## src/rtl/muldiv_issue_ctrl_pkg.sv

```systemverilog
// Shared definitions for the HI/LO multiply/divide issue controller.
// The op-code values match the encoding the multiply/divide unit decodes.
package muldiv_issue_ctrl_pkg;

    localparam logic [3:0] MT_MULTIPLY   = 4'd1;
    localparam logic [3:0] MT_MULTIPLY_U = 4'd2;
    localparam logic [3:0] MT_DIVIDE     = 4'd3;
    localparam logic [3:0] MT_DIVIDE_U   = 4'd4;
    localparam logic [3:0] MT_SET_HI     = 4'd5;
    localparam logic [3:0] MT_SET_LO     = 4'd6;

    typedef enum logic [1:0] {
        ST_IDLE   = 2'd0,
        ST_LAUNCH = 2'd1,
        ST_WAIT   = 2'd2
    } state_e;

    // MTHI/MTLO complete at the launch edge; the unit never raises busy for them.
    function automatic logic is_set_op(input logic [3:0] op);
        return (op == MT_SET_HI) || (op == MT_SET_LO);
    endfunction

endpackage

```

## src/rtl/muldiv_watchdog.sv

```systemverilog
// WAIT-state watchdog: counts WAIT cycles and flags a unit that stays busy too long.
// Only compiled when MULDIV_WATCHDOG_EN is defined.
`ifdef MULDIV_WATCHDOG_EN
module muldiv_watchdog #(
    parameter int TIMEOUT_CYCLES = 64,
    parameter int CNT_W          = 7
) (
    input  logic clk,
    input  logic reset,
    input  logic in_wait,
    input  logic busy,
    output logic timeout
);

    logic [CNT_W-1:0] cnt_q;
    logic [CNT_W-1:0] cnt_d;

    // The counter holds the number of WAIT cycles already completed, so the
    // current cycle is the TIMEOUT_CYCLES-th one when it equals TIMEOUT_CYCLES-1.
    always_comb begin
        cnt_d   = in_wait ? cnt_q + 1'b1 : '0;
        timeout = in_wait && busy && (cnt_q == CNT_W'(TIMEOUT_CYCLES - 1));
    end

    always_ff @(posedge clk) begin
        if (reset) begin
            cnt_q <= '0;
        end else begin
            cnt_q <= cnt_d;
        end
    end

endmodule
`endif

```

## src/rtl/muldiv_issue_ctrl.sv

```systemverilog
// Initiator-side issue controller for the HI/LO multiply/divide unit.
// Optional WAIT-state watchdog is enabled by defining MULDIV_WATCHDOG_EN.
module muldiv_issue_ctrl
    import muldiv_issue_ctrl_pkg::*;
#(
    parameter int TIMEOUT_CYCLES = 64,
    parameter int CNT_W          = 7
) (
    input  logic        clk,
    input  logic        reset,
    input  logic        req_valid,
    input  logic [3:0]  req_op,
    input  logic [31:0] req_a,
    input  logic [31:0] req_b,
    input  logic        req_kill,
    input  logic        rd_valid,
    input  logic        rd_sel,
    output logic        md_start,
    output logic [3:0]  md_ctrl,
    output logic [31:0] md_a,
    output logic [31:0] md_b,
    input  logic        md_busy,
    input  logic [31:0] md_hi,
    input  logic [31:0] md_lo,
    output logic        stall,
    output logic [31:0] rd_data,
    output logic        rd_data_valid,
    output logic        wd_err
);

    if (TIMEOUT_CYCLES >= (1 << CNT_W)) begin : g_bad_cfg
        $error("muldiv_issue_ctrl: CNT_W too narrow for TIMEOUT_CYCLES");
    end

    state_e      state_q, state_d;
    logic [3:0]  md_ctrl_q, md_ctrl_d;
    logic [31:0] md_a_q, md_a_d;
    logic [31:0] md_b_q, md_b_d;
    logic        accept;
    logic        timeout;

`ifdef MULDIV_WATCHDOG_EN
    logic wd_err_q;
    logic wd_err_d;

    muldiv_watchdog #(
        .TIMEOUT_CYCLES (TIMEOUT_CYCLES),
        .CNT_W          (CNT_W)
    ) u_watchdog (
        .clk     (clk),
        .reset   (reset),
        .in_wait (state_q == ST_WAIT),
        .busy    (md_busy),
        .timeout (timeout)
    );

    assign wd_err_d = timeout;
    assign wd_err   = wd_err_q;

    always_ff @(posedge clk) begin
        if (reset) begin
            wd_err_q <= 1'b0;
        end else begin
            wd_err_q <= wd_err_d;
        end
    end
`else
    assign timeout = 1'b0;
    assign wd_err  = 1'b0;
`endif

    assign accept = (state_q == ST_IDLE) && req_valid && !req_kill;

    // NOTE: every variable gets its hold value before the case so no path leaves it unassigned and no latch is inferred.
    always_comb begin
        state_d   = state_q;
        md_ctrl_d = md_ctrl_q;
        md_a_d    = md_a_q;
        md_b_d    = md_b_q;
        case (state_q)
            ST_IDLE: begin
                if (accept) begin
                    md_ctrl_d = req_op;
                    md_a_d    = req_a;
                    md_b_d    = req_b;
                    state_d   = ST_LAUNCH;
                end
            end
            ST_LAUNCH: begin
                state_d = is_set_op(md_ctrl_q) ? ST_IDLE : ST_WAIT;
            end
            ST_WAIT: begin
                // Busy already dropped at the edge that wrote HI/LO; unknown ops never raise it.
                if (!md_busy || timeout) begin
                    state_d = ST_IDLE;
                end
            end
            default: state_d = ST_IDLE;
        endcase
    end

    // NOTE: state is updated with non-blocking assignments so every flop samples pre-edge values.
    always_ff @(posedge clk) begin
        if (reset) begin
            state_q   <= ST_IDLE;
            // NOTE: the operand registers are reset too, so the unit never sees X operands or op codes.
            md_ctrl_q <= '0;
            md_a_q    <= '0;
            md_b_q    <= '0;
        end else begin
            state_q   <= state_d;
            md_ctrl_q <= md_ctrl_d;
            md_a_q    <= md_a_d;
            md_b_q    <= md_b_d;
        end
    end

    assign md_start = (state_q == ST_LAUNCH);
    assign md_ctrl  = md_ctrl_q;
    assign md_a     = md_a_q;
    assign md_b     = md_b_q;

    // A read arriving with a request is illegal; the request wins and the read is dropped.
    assign stall         = (req_valid || rd_valid) && !req_kill && (state_q != ST_IDLE);
    assign rd_data       = rd_sel ? md_hi : md_lo;
    assign rd_data_valid = rd_valid && !req_kill && !req_valid && (state_q == ST_IDLE);

endmodule

```

## config.mk

```make
export PLATFORM = sky130hd
export DESIGN_NAME = muldiv_issue_ctrl
export DESIGN_NICKNAME = d
export VERILOG_FILES = /design/src/rtl/muldiv_issue_ctrl_pkg.sv /design/src/rtl/muldiv_watchdog.sv /design/src/rtl/muldiv_issue_ctrl.sv
export SDC_FILE = /design/constraint.sdc
export NUM_CORES = 1
export LEC_CHECK = 0
export ABC_AREA = 1
export ABC_CLOCK_PERIOD_IN_PS = 2200
export BUFFER_PORTS_ARGS = -buffer_cell sky130_fd_sc_hd__buf_2
export CAP_MARGIN = 0
export CORE_AREA = 4 4 92 94
export DETAILED_ROUTE_END_ITERATION = 8
export DIE_AREA = 0 0 96 98
export PLACE_DENSITY = 0.87
export SKIP_LAST_GASP = 1
export SYNTH_ARGS = -nofsm -noshare
export SYNTH_HDL_FRONTEND = slang
export SYNTH_SLANG_ARGS = --single-unit
```

## constraint.sdc

```tcl
create_clock -name clk -period 2.2 [get_ports clk]
set_input_delay 0.33 -clock clk [delete_from_list [all_inputs] [get_ports clk]]
set_output_delay 0.33 -clock clk [all_outputs]
set_load 0.005 [all_outputs]
```

[After elaboration in Yosys (flattened, before gate mapping)]
Index checks and enable logic that the tools add are counted.
Storage, ports and cells
  flip-flop bits (word level): 70
  input bits: 139
  word-level logic and storage cells: 30
  output and inout port bits: 104
Cells by class
  muxes and demuxes: 5
  reduce and logical (&&, ||, !) cells: 15
  equal/unequal tests: 6
Operator list (number)
  32-bit two-way mux: 1
  4-bit by 3-bit equality test with 1-bit output (second input constant): 2
  1-bit logical AND: 7
  2-bit two-way mux: 3
  2-bit one-hot mux with 3 select lines: 1
  2-bit != test (second input constant): 2
  2-bit AND reduction: 2
  2-bit by 1-bit equality test with 1-bit output (second input constant): 1
  2-bit equality test (second input constant): 1
  1-bit logical NOT: 2
  2-bit logical NOT: 1
  1-bit logical OR: 2
  2-bit nonzero test: 1

[Logic depth before layout (Yosys ltp)]
Gate-level depths: netlist of the first run.
  word-level depth: 5
  gate-level depth with buffers: 8
  mapped depth without buffers: 6

[Worst setup path before layout of the first run]
OpenSTA, ideal clock, no wires.
  path kind: input port to output port
  from: in rd_sel
  to: out rd_data[1]
  path buffers: 2
  data required time: 1.870 ns
  setup slack: 0.805 ns
  arrival time: 1.065 ns
  cell stages on the path: 3
  path through: clkbuf_1 -> buf_2 -> mux2_2
Between the ends
  word-level cells in the longest chain between the ends: 1
Ends and longest elaborated chain
  from (decl): RTL line muldiv_issue_ctrl.sv:17  | input logic rd_sel,
  32-bit two-way mux: RTL line muldiv_issue_ctrl.sv:125  | assign rd_data = rd_sel ? md_hi : md_lo;
  to (decl): RTL line muldiv_issue_ctrl.sv:26  | output logic [31:0] rd_data,
Every way passes these cells.

[Worst setup path in the final report of the first run]
  from: in rd_sel
  to: out rd_data[16]
The elaborated chain is that of the path after synthesis.

==> out/qor.yml, run 1 <==
route:
  drc: 0
  vias_per_cell: 4.67
  drt_iter0_drc: 95
  wl_um: 9820
  antenna_left: 0
  dr_total_vias: 3250
  first_pass_iters: 6
  drt-wirelength-per-cell_um: 14.1
sta:
  rsz0062_at_grt: "false"
  tns_ps: 0
  fin_skew_ps: 6.19
  fmax_mhz: 618
  fin_crit_ps: 1620
  finalSetupViolCount: 0
  fin_crit_sh_pct: 73.5
  drv_slew: 0
  relSlewSlack_pct: 62.0
  finalHoldViolations: 0
  worst_slew_pin_slew_ps: 570
  holdWs_ps: 181
setup_path:
  r2r_setup_slack_ps: 820
  cp_max_fo: 32
  crit_path_end_kind: "primary output"
  r2r_start: "state_q[1]"
  path_class: "primary input to primary output"
  crit_required_ps: 1870
  cp.arrival_ps: 1290
  r2r_end: "md_a[2]"
  startpoint_type: "primary input"
  r2r_cells: 5
placed_design:
  place_area_um2: 4140
  gp_congestion: 0.909
  dpl.cell_count: 679
  port_buffers: 241
  post-dp-hpwl_um: 7900
hold_path:
  worstHoldPathType: "primary input to register"
  hold_depth: 2
  hold_path_end: "state_q[1]"
  hold_start: "reset"
cts:
  numCtsBuffers: 9
  cts_hold_buf: 0
  insertion_delay_ps: 330
  cts.sinks: 70
  clockRootBuffer: "clkbuf_8"
  post_cts.repair.setup_buffers: 0
  htree_levels: 3
  cts_tree: "yes"
  clk_pin_slew_worst_paths_ps: 70
  cts-resized-gates: 0
  cts_buffer_depth: 2
finish:
  stdcell_area_um2: 4390
  post_layout_nonfiller_instances: 696
  areaGrowthSynthToFinish_pct: 50.7
  drive_above_1_share_pct: 51.4
  multiInputGateArea_um2: 1320
  fill_cells: 711
  nNetsFinal: 727
  final-seq-area_um2: 1400
logic_synthesis:
  ys_top_cells_by_count: "nor2_1 (129), dfxtp_1 (70), o21ai_0 (60)"
  syn-num-nets: 496
  synth.most_common_cell: "nor2_1"
  yosysTopAreaCell: "dfxtp_1"
  synth_warnings: 0
  yosys-top-cells-area: "dfxtp_1 (48%), nor2_1 (17%), mux2_2 (12%), o21ai_0 (10%), nor2_2 (2.6%)"
  yosys_register_bits: 70
  synth-edff-count: 0
  post-synth-top-area-fraction_pct: 48.1
  async_flop_share_pct: 0
  syn_inst: 357
  synth.distinct_cells: 22
  syn-cell-area_um2: 2910
  synth-seq-area-share_pct: 48.1
  synth_ff_type: "dfxtp_1"
  syn_avg_cell_area_um2: 8.16
status:
  status: "complete, no violations"
global_routing:
  antenna_found_initial: 2
  grt-ovfl-total: 0
  grt_start_max_net_pins: 70
  grt_pass1_vias: 3134
  grtUsageTotal_pct: 20.2
  grt_pass1_wl_um: 14800
die:
  rows: 32
  die_area_um2: 9410
  io_pins: 243
  core_um2: 7650
  start_util_pct: 38.1
  die_h_um: 98
  die_x_um: 96
pwr:
  ir_drop_v: 0.000439
  powerDensity_nw_per_um2: 734
  power_uw: 3220
  leakage_uw: 0.00225
job:
  maxCapViolations: 0
==> metrics by stage <==
step / setup WS [ps] / util [%]
after floorplan: 805 / -
after global placement: 633 / 54.1
after detailed placement: 593 / 54.1
after CTS: 589 / 57.4
after global routing: 534 / 57.4
final: 582 / 57.4
==> registers in the layout, summed over array words and instances (netlist names) <==
name     cells
state_q      2
md_b        32
md_ctrl      4
md_a        32
==> cell usage in the layout (no fill, tap or decap), drive strengths merged <==
cell | Yosys | layout
clkinv | 1 | 2
o21ai | 68 | 68
conb | 1 | 1
nand2 | 5 | 5
diode | 0 | 1
nand3 | 2 | 2
a211oi | 1 | 1
clkbuf | 13 | 11
a21oi | 1 | 1
nor4 | 1 | 1
bufinv | 0 | 3
dfxtp | 70 | 70
nor2 | 141 | 141
clkinvlp | 0 | 1
buf | 13 | 246
mux2 | 32 | 32
inv | 8 | 8
==> worst max path at each step <==
| stage | startpoint | slack, ps | to |
|---|---|---|---|
| 2_1_floorplan | rd_sel | 800 | rd_data[1] |
| 3_3_place_gp | rd_sel | 630 | rd_data[6] |
| 3_5_place_dp | rd_sel | 590 | rd_data[25] |
| 4_1_cts | rd_sel | 590 | rd_data[16] |
| 5_1_grt | rd_sel | 530 | rd_data[16] |
| 6_report | rd_sel | 580 | rd_data[16] |
==> cells by family after synthesis <==
| kind of cell | Yosys count | synth area share, % |
|---|---|---|
| and+or+nand+nor | 149 | 20.7 |
| AOI/OAI and AO/OA | 70 | 12.1 |
| DFF | 70 | 48.1 |
| buffers and inverters | 35 | 6.61 |
| muxes | 32 | 12.4 |
| other | 1 | 0.129 |
==> worst max-delay path: stages <==
cell    delay, ps
buf_2          70
buf_4         350
mux2_2        390
buf_2         130
==> power by group <==
part	internal, uW	total [uW]	switching, uW
combinational	292	560	268
clock	787	1250	468
sequential	1360	1410	48.1
==> routing by layer <==
metal  track usage [%]  vias to the layer above  share of wire (%)
li1                  -                     1611                  -
met1              21.2                     1446                 37
met2              35.2                      161                 50
met3              6.78                       30                8.4
met4              10.1                        2                3.9
met5                 0                        -              0.071
==> area by class of cell <==
cell class | count | area share (%)
multi-input cells | 252 | 30.0
well taps | 102 | 2.91
inverters | 9 | 0.798
repair buffers | 246 | 28.6
clock buffers | 11 | 3.22
flip-flops and latches | 70 | 31.9
diodes | 1 | 0.0570
clock inverters | 5 | 2.42
Power figures use the tool's default switching activity.
==> run 2, diff against run 1 <==
--- a/config.mk
+++ b/config.mk
@@ -6,13 +6,13 @@
 export NUM_CORES = 1
 export LEC_CHECK = 0
 export ABC_AREA = 1
-export ABC_CLOCK_PERIOD_IN_PS = 2200
+export ABC_CLOCK_PERIOD_IN_PS = 1600
 export BUFFER_PORTS_ARGS = -buffer_cell sky130_fd_sc_hd__buf_2
 export CAP_MARGIN = 0
-export CORE_AREA = 4 4 92 94
+export CORE_MARGIN = 4
+export CORE_UTILIZATION = 39
 export DETAILED_ROUTE_END_ITERATION = 8
-export DIE_AREA = 0 0 96 98
-export PLACE_DENSITY = 0.87
+export PLACE_DENSITY = 0.89
 export SKIP_LAST_GASP = 1
 export SYNTH_ARGS = -nofsm -noshare
 export SYNTH_HDL_FRONTEND = slang
==> constraint.sdc (replaced) <==
create_clock -name clk -period 1.6 [get_ports clk]
set_input_delay 0.24 -clock clk [delete_from_list [all_inputs] [get_ports clk]]
set_output_delay 0.24 -clock clk [all_outputs]
set_load 0.005 [all_outputs]
==> out/qor.yml, run 2 (synthesized netlist as in run 1, its figures left out) <==
setup_path:
  cp_slowest_stage_delay_ps: 380
  startpoint_type: "register"
  slowest_stage: "dfxtp_1"
  crit_required_ps: 1360
  cp_max_fo: 4
  crit_path_end_kind: "primary output"
  cp.arrival_ps: 1120
  critical_path.cell_chain: "nor2_2 -> a211oi_1 -> buf_2"
  path_class: "register to primary output"
  r2r_cells: 6
finish:
  final_cell_mix: "buf_2 (241), nor2_1 (129), dfxtp_1 (70)"
  diodes: 0
  utilization_pct: 60.1
  drive_above_1_share_pct: 51.5
  nNetsFinal: 726
  areaGrowthSynthToFinish_pct: 49.7
  layout_commonest_cell: "buf_2"
pwr:
  powerDensity_nw_per_um2: 942
  power_uw: 4110
  comb_power_share_pct: 19.0
  internal_power_uw: 3000
  ir_drop_v: 0.000593
  power_frac_clock_pct: 34.0
  switchingPower_uw: 1110
  seqPwrFrac_pct: 47.0
  sw_frac_of_total_pct: 27.0
  leakage_uw: 0.00224
sta:
  setup_slack_ps: 236
  fin_crit_ps: 1360
  fin_crit_sh_pct: 85.2
  finalHoldViolations: 0
  finalSetupViolCount: 0
  tns_ps: 0
  rsz0062_at_grt: "false"
  drv_slew: 0
  fin_skew_ps: 7.18
  fmax_mhz: 733
route:
  drt-wirelength-per-cell_um: 13.8
  drt_iter0_drc: 101
  dr_total_vias: 3228
  wl_um: 9560
  vias_per_cell: 4.67
  drc: 0
  antenna_left: 0
  first_pass_iters: 5
placed_design:
  place_ws_ps: 330
  post-dp-hpwl_um: 7440
  gp_congestion: 0.969
  port_buffers: 241
cts:
  clockRootBuffer: "clkbuf_8"
  numCtsBuffers: 9
  cts_buffer_depth: 2
  insertion_delay_ps: 330
  cts-resized-gates: 0
  htree_levels: 3
  cts_tree: "yes"
  clk_pin_slew_worst_paths_ps: 80
  post_cts.repair.setup_buffers: 0
  cts.sinks: 70
  cts_hold_buf: 0
global_routing:
  grt-ovfl-total: 0
  grt_pass1_wl_um: 14500
  antenna_found_initial: 0
  grt_start_max_net_pins: 70
  grt_pass1_vias: 3003
  grtUsageTotal_pct: 20.6
hold_path:
  worstHoldPathType: "primary input to register"
  hold_depth: 2
die:
  start_util_pct: 40.2
  die_h_um: 94.4
  die_x_um: 94.4
  core_um2: 7250
  io_pins: 243
  rows: 31
  die_area_um2: 8920
job:
  maxCapViolations: 0
status:
  status: "complete, no violations"
[run 2: power groups by stage]
stage | clock, uW | sequential, uW | combinational, uW
floorplan | 0 | 1980 | 366
global placement | 0 | 1960 | 759
detailed placement | 0 | 1970 | 784
CTS | 1440 | 1930 | 787
global route | 1510 | 1940 | 877
finish | 1400 | 1930 | 781
[run 2: metrics by stage]
step | std cells | hold WS [ps] | instance area, um^2
6_report | 691 | 92.5 | 4360
5_1_grt | 691 | 95.7 | 4360
4_1_cts | 691 | 76.1 | 4360
3_5_place_dp | 675 | 440 | 4170
3_3_place_gp | 675 | 425 | 4170
2_1_floorplan | 357 | 309 | 2910
[run 2: area by class of cell]
class	count	area (um^2)
Multi-Input combinational cell	252	1320
Fill cell	659	2890
Sequential cell	70	1400
Tap cell	99	124
Timing Repair Buffer	245	1290
Inverter	9	35.0
Clock inverter	7	72.6
Clock buffer	9	124
[run 2: final timing paths]
path | start | end | slack (ps)
max | state_q[1] | stall | 240
min | reset | state_q[1] | 90
max reg2reg | state_q[1] | md_a[15] | 330
min reg2reg | md_b[8] | md_b[8] | 480
[run 2: layer usage]
| layer | vias up | track usage [%] | share of wire [%] |
|---|---|---|---|
| met5 | - | 0 | 0 |
| met4 | 0 | 7.70 | 1.7 |
| met3 | 19 | 6.69 | 9.5 |
| met2 | 141 | 34.0 | 48 |
| met1 | 1457 | 24.8 | 41 |
| li1 | 1611 | - | - |
[run 2: worst max-delay path, delay by kind of cell (launching register included)]
kind | cells | cell delay (ps)
compound gates | 1 | 170
buf+inv | 1 | 150
flops | 1 | 380
simple gates | 1 | 80
==> run 3, diff against run 2 <==
==> config.mk (replaced) <==
export PLATFORM = sky130hd
export DESIGN_NAME = muldiv_issue_ctrl
export DESIGN_NICKNAME = d
export VERILOG_FILES = /design/src/rtl/muldiv_issue_ctrl_pkg.sv /design/src/rtl/muldiv_watchdog.sv /design/src/rtl/muldiv_issue_ctrl.sv
export SDC_FILE = /design/constraint.sdc
export NUM_CORES = 1
export LEC_CHECK = 0
export ABC_CLOCK_PERIOD_IN_PS = 1700
export BUFFER_PORTS_ARGS = -buffer_cell sky130_fd_sc_hd__buf_2
export CAP_MARGIN = 0
export CORE_AREA = 4 4 91 93
export DETAILED_ROUTE_END_ITERATION = 8
export DIE_AREA = 0 0 95 97
export PLACE_DENSITY = 0.88
export SYNTH_ARGS = -nofsm -noshare
export SYNTH_HDL_FRONTEND = slang
export SYNTH_SLANG_ARGS = --single-unit
==> constraint.sdc (replaced) <==
create_clock -name clk -period 1.7 [get_ports clk]
set_input_delay 0.255 -clock clk [delete_from_list [all_inputs] [get_ports clk]]
set_output_delay 0.255 -clock clk [all_outputs]
set_load 0.005 [all_outputs]
==> out/qor.yml, run 3 <==
sta:
  fin_crit_sh_pct: 92.3
  finalHoldViolations: 0
  setup_slack_ps: 131
  fin_skew_ps: 8.20
  finalSetupViolCount: 0
  fmax_mhz: 637
  rsz0062_at_grt: "false"
  holdWs_ps: 144
  drv_slew: 0
  tns_ps: 0
  fin_crit_ps: 1570
cts:
  clockRootBuffer: "clkbuf_8"
  insertion_delay_ps: 340
  cts.sinks: 70
  clk_pin_slew_worst_paths_ps: 90
  cts_buffer_depth: 2
  cts_hold_buf: 0
  htree_levels: 3
  post_cts.repair.setup_buffers: 0
  cts_tree: "yes"
  numCtsBuffers: 9
  cts-resized-gates: 0
placed_design:
  port_buffers: 241
  place_ws_ps: 103
  place_area_um2: 4160
  gp_congestion: 0.834
  post-dp-hpwl_um: 8330
route:
  antenna_left: 0
  drt_iter0_drc: 148
  first_pass_iters: 4
  wl_um: 10500
  dr_total_vias: 3278
  drc: 0
  vias_per_cell: 4.77
  drt-wirelength-per-cell_um: 15.3
finish:
  multiInputGateArea_um2: 1310
  fill_cells: 704
  drive_above_1_share_pct: 51.1
  final-seq-area_um2: 1400
  layout_commonest_cell: "buf_2"
  diodes: 0
  areaGrowthSynthToFinish_pct: 54.5
  stdcell_area_um2: 4390
  nNetsFinal: 719
  final_cell_mix: "buf_2 (241), nand2_1 (136), dfxtp_1 (70)"
logic_synthesis:
  synth.most_common_cell: "nand2_1"
  syn-cell-area_um2: 2840
  syn_inst: 348
  synth-edff-count: 0
  syn-num-nets: 487
  yosys-top-cells-area: "dfxtp_1 (49%), nand2_1 (18%), mux2_2 (13%), a21oi_1 (12%), clkbuf_1 (2.4%)"
  yosys_register_bits: 70
  async_flop_share_pct: 0
  synth-seq-area-share_pct: 49.3
  synth_ff_type: "dfxtp_1"
  synth_warnings: 0
  post-synth-top-area-fraction_pct: 49.3
  yosysTopAreaCell: "dfxtp_1"
  ys_top_cells_by_count: "nand2_1 (136), dfxtp_1 (70), a21oi_1 (69)"
  synth.distinct_cells: 21
  syn_avg_cell_area_um2: 8.16
setup_path:
  cp_max_fo: 21
  r2r_start: "state_q[1]"
  cp.arrival_ps: 1780
  crit_required_ps: 1910
  r2r_setup_slack_ps: 130
  r2r_cells: 4
  r2r_end: "md_a[23]"
  path_class: "register to register"
  crit_path_end_kind: "register"
  startpoint_type: "register"
hold_path:
  worstHoldPathType: "primary input to register"
  hold_depth: 3
  hold_path_end: "md_a[3]"
  hold_start: "req_a[3]"
die:
  die_h_um: 97
  start_util_pct: 37.7
  io_pins: 243
  rows: 32
  core_um2: 7530
  die_x_um: 95
  die_area_um2: 9220
global_routing:
  antenna_found_initial: 1
  grt_start_max_net_pins: 71
  grt_pass1_wl_um: 16000
  grt_pass1_vias: 3247
  grt-ovfl-total: 0
  grtUsageTotal_pct: 22.3
pwr:
  powerDensity_nw_per_um2: 895
  ir_drop_v: 0.000564
  power_uw: 3930
  leakage_uw: 0.00217
job:
  maxCapViolations: 0
status:
  status: "complete, no violations"
-- run 3: cell count changes after synthesis, sizes merged, moves of 5 or more --
cell / delta
a21oi: +68
clkbuf: +5
inv: -8
nand2: +131
nor2: -139
o21ai: -67
-- run 3: logic make-up after synthesis --
logic type | share of synthesized area [%]
compound gates | 12.6
xor+xnor | 0.308
buf+inv | 4.71
flops | 49.3
mux | 12.7
other cells | 0.132
simple gates | 20.3
-- run 3: metrics by stage --
| step | instances | util [%] |
|---|---|---|
| floorplan | 348 | - |
| global placement | 671 | 55.3 |
| detailed placement | 671 | 55.3 |
| CTS | 687 | 58.3 |
| global route | 687 | 58.3 |
| finish | 687 | 58.3 |
-- run 3: worst max path at each step --
stage / slack [ps] / end / from / cells after the start
3_3_place_gp: 140 / md_b[0] / req_kill / 5
5_1_grt: 90 / rd_data_valid / state_q[0] / 4
4_1_cts: 130 / rd_data_valid / state_q[0] / 4
3_5_place_dp: 100 / md_a[23] / req_kill / 5
6_report: 130 / md_a[23] / state_q[1] / 4
2_1_floorplan: 220 / md_a[0] / state_q[1] / 6
-- run 3: area by class of cell --
cell class / count / share of cell area [%]
multi-input combinational: 250 / 29.9
clock inverter: 7 / 2.40
tap: 102 / 2.91
timing repair buffer: 249 / 30.0
sequential: 70 / 31.9
clock buffer: 9 / 2.82
-- run 3: critical path: stages (launching register included) --
cell,delay (ps)
dfxtp_1,320
or4b_2,720
buf_4,240
nand2_1,90
a21oi_1,70
-- run 3: report_power, final --
part	internal (uW)	leakage, uW	switching, uW
Clock	849	0.000112	685
Combinational	336	0.00148	301
Sequential	1720	0.000571	40.4
-- run 3: per-layer routing --
layer  up-vias  wire, um  global-route usage, %
li1       1598         -                      -
met1      1506      3710                   22.9
met2       155      5610                   41.4
met3        17      1000                   6.92
met4         2       182                   8.10
met5         -        13                      0
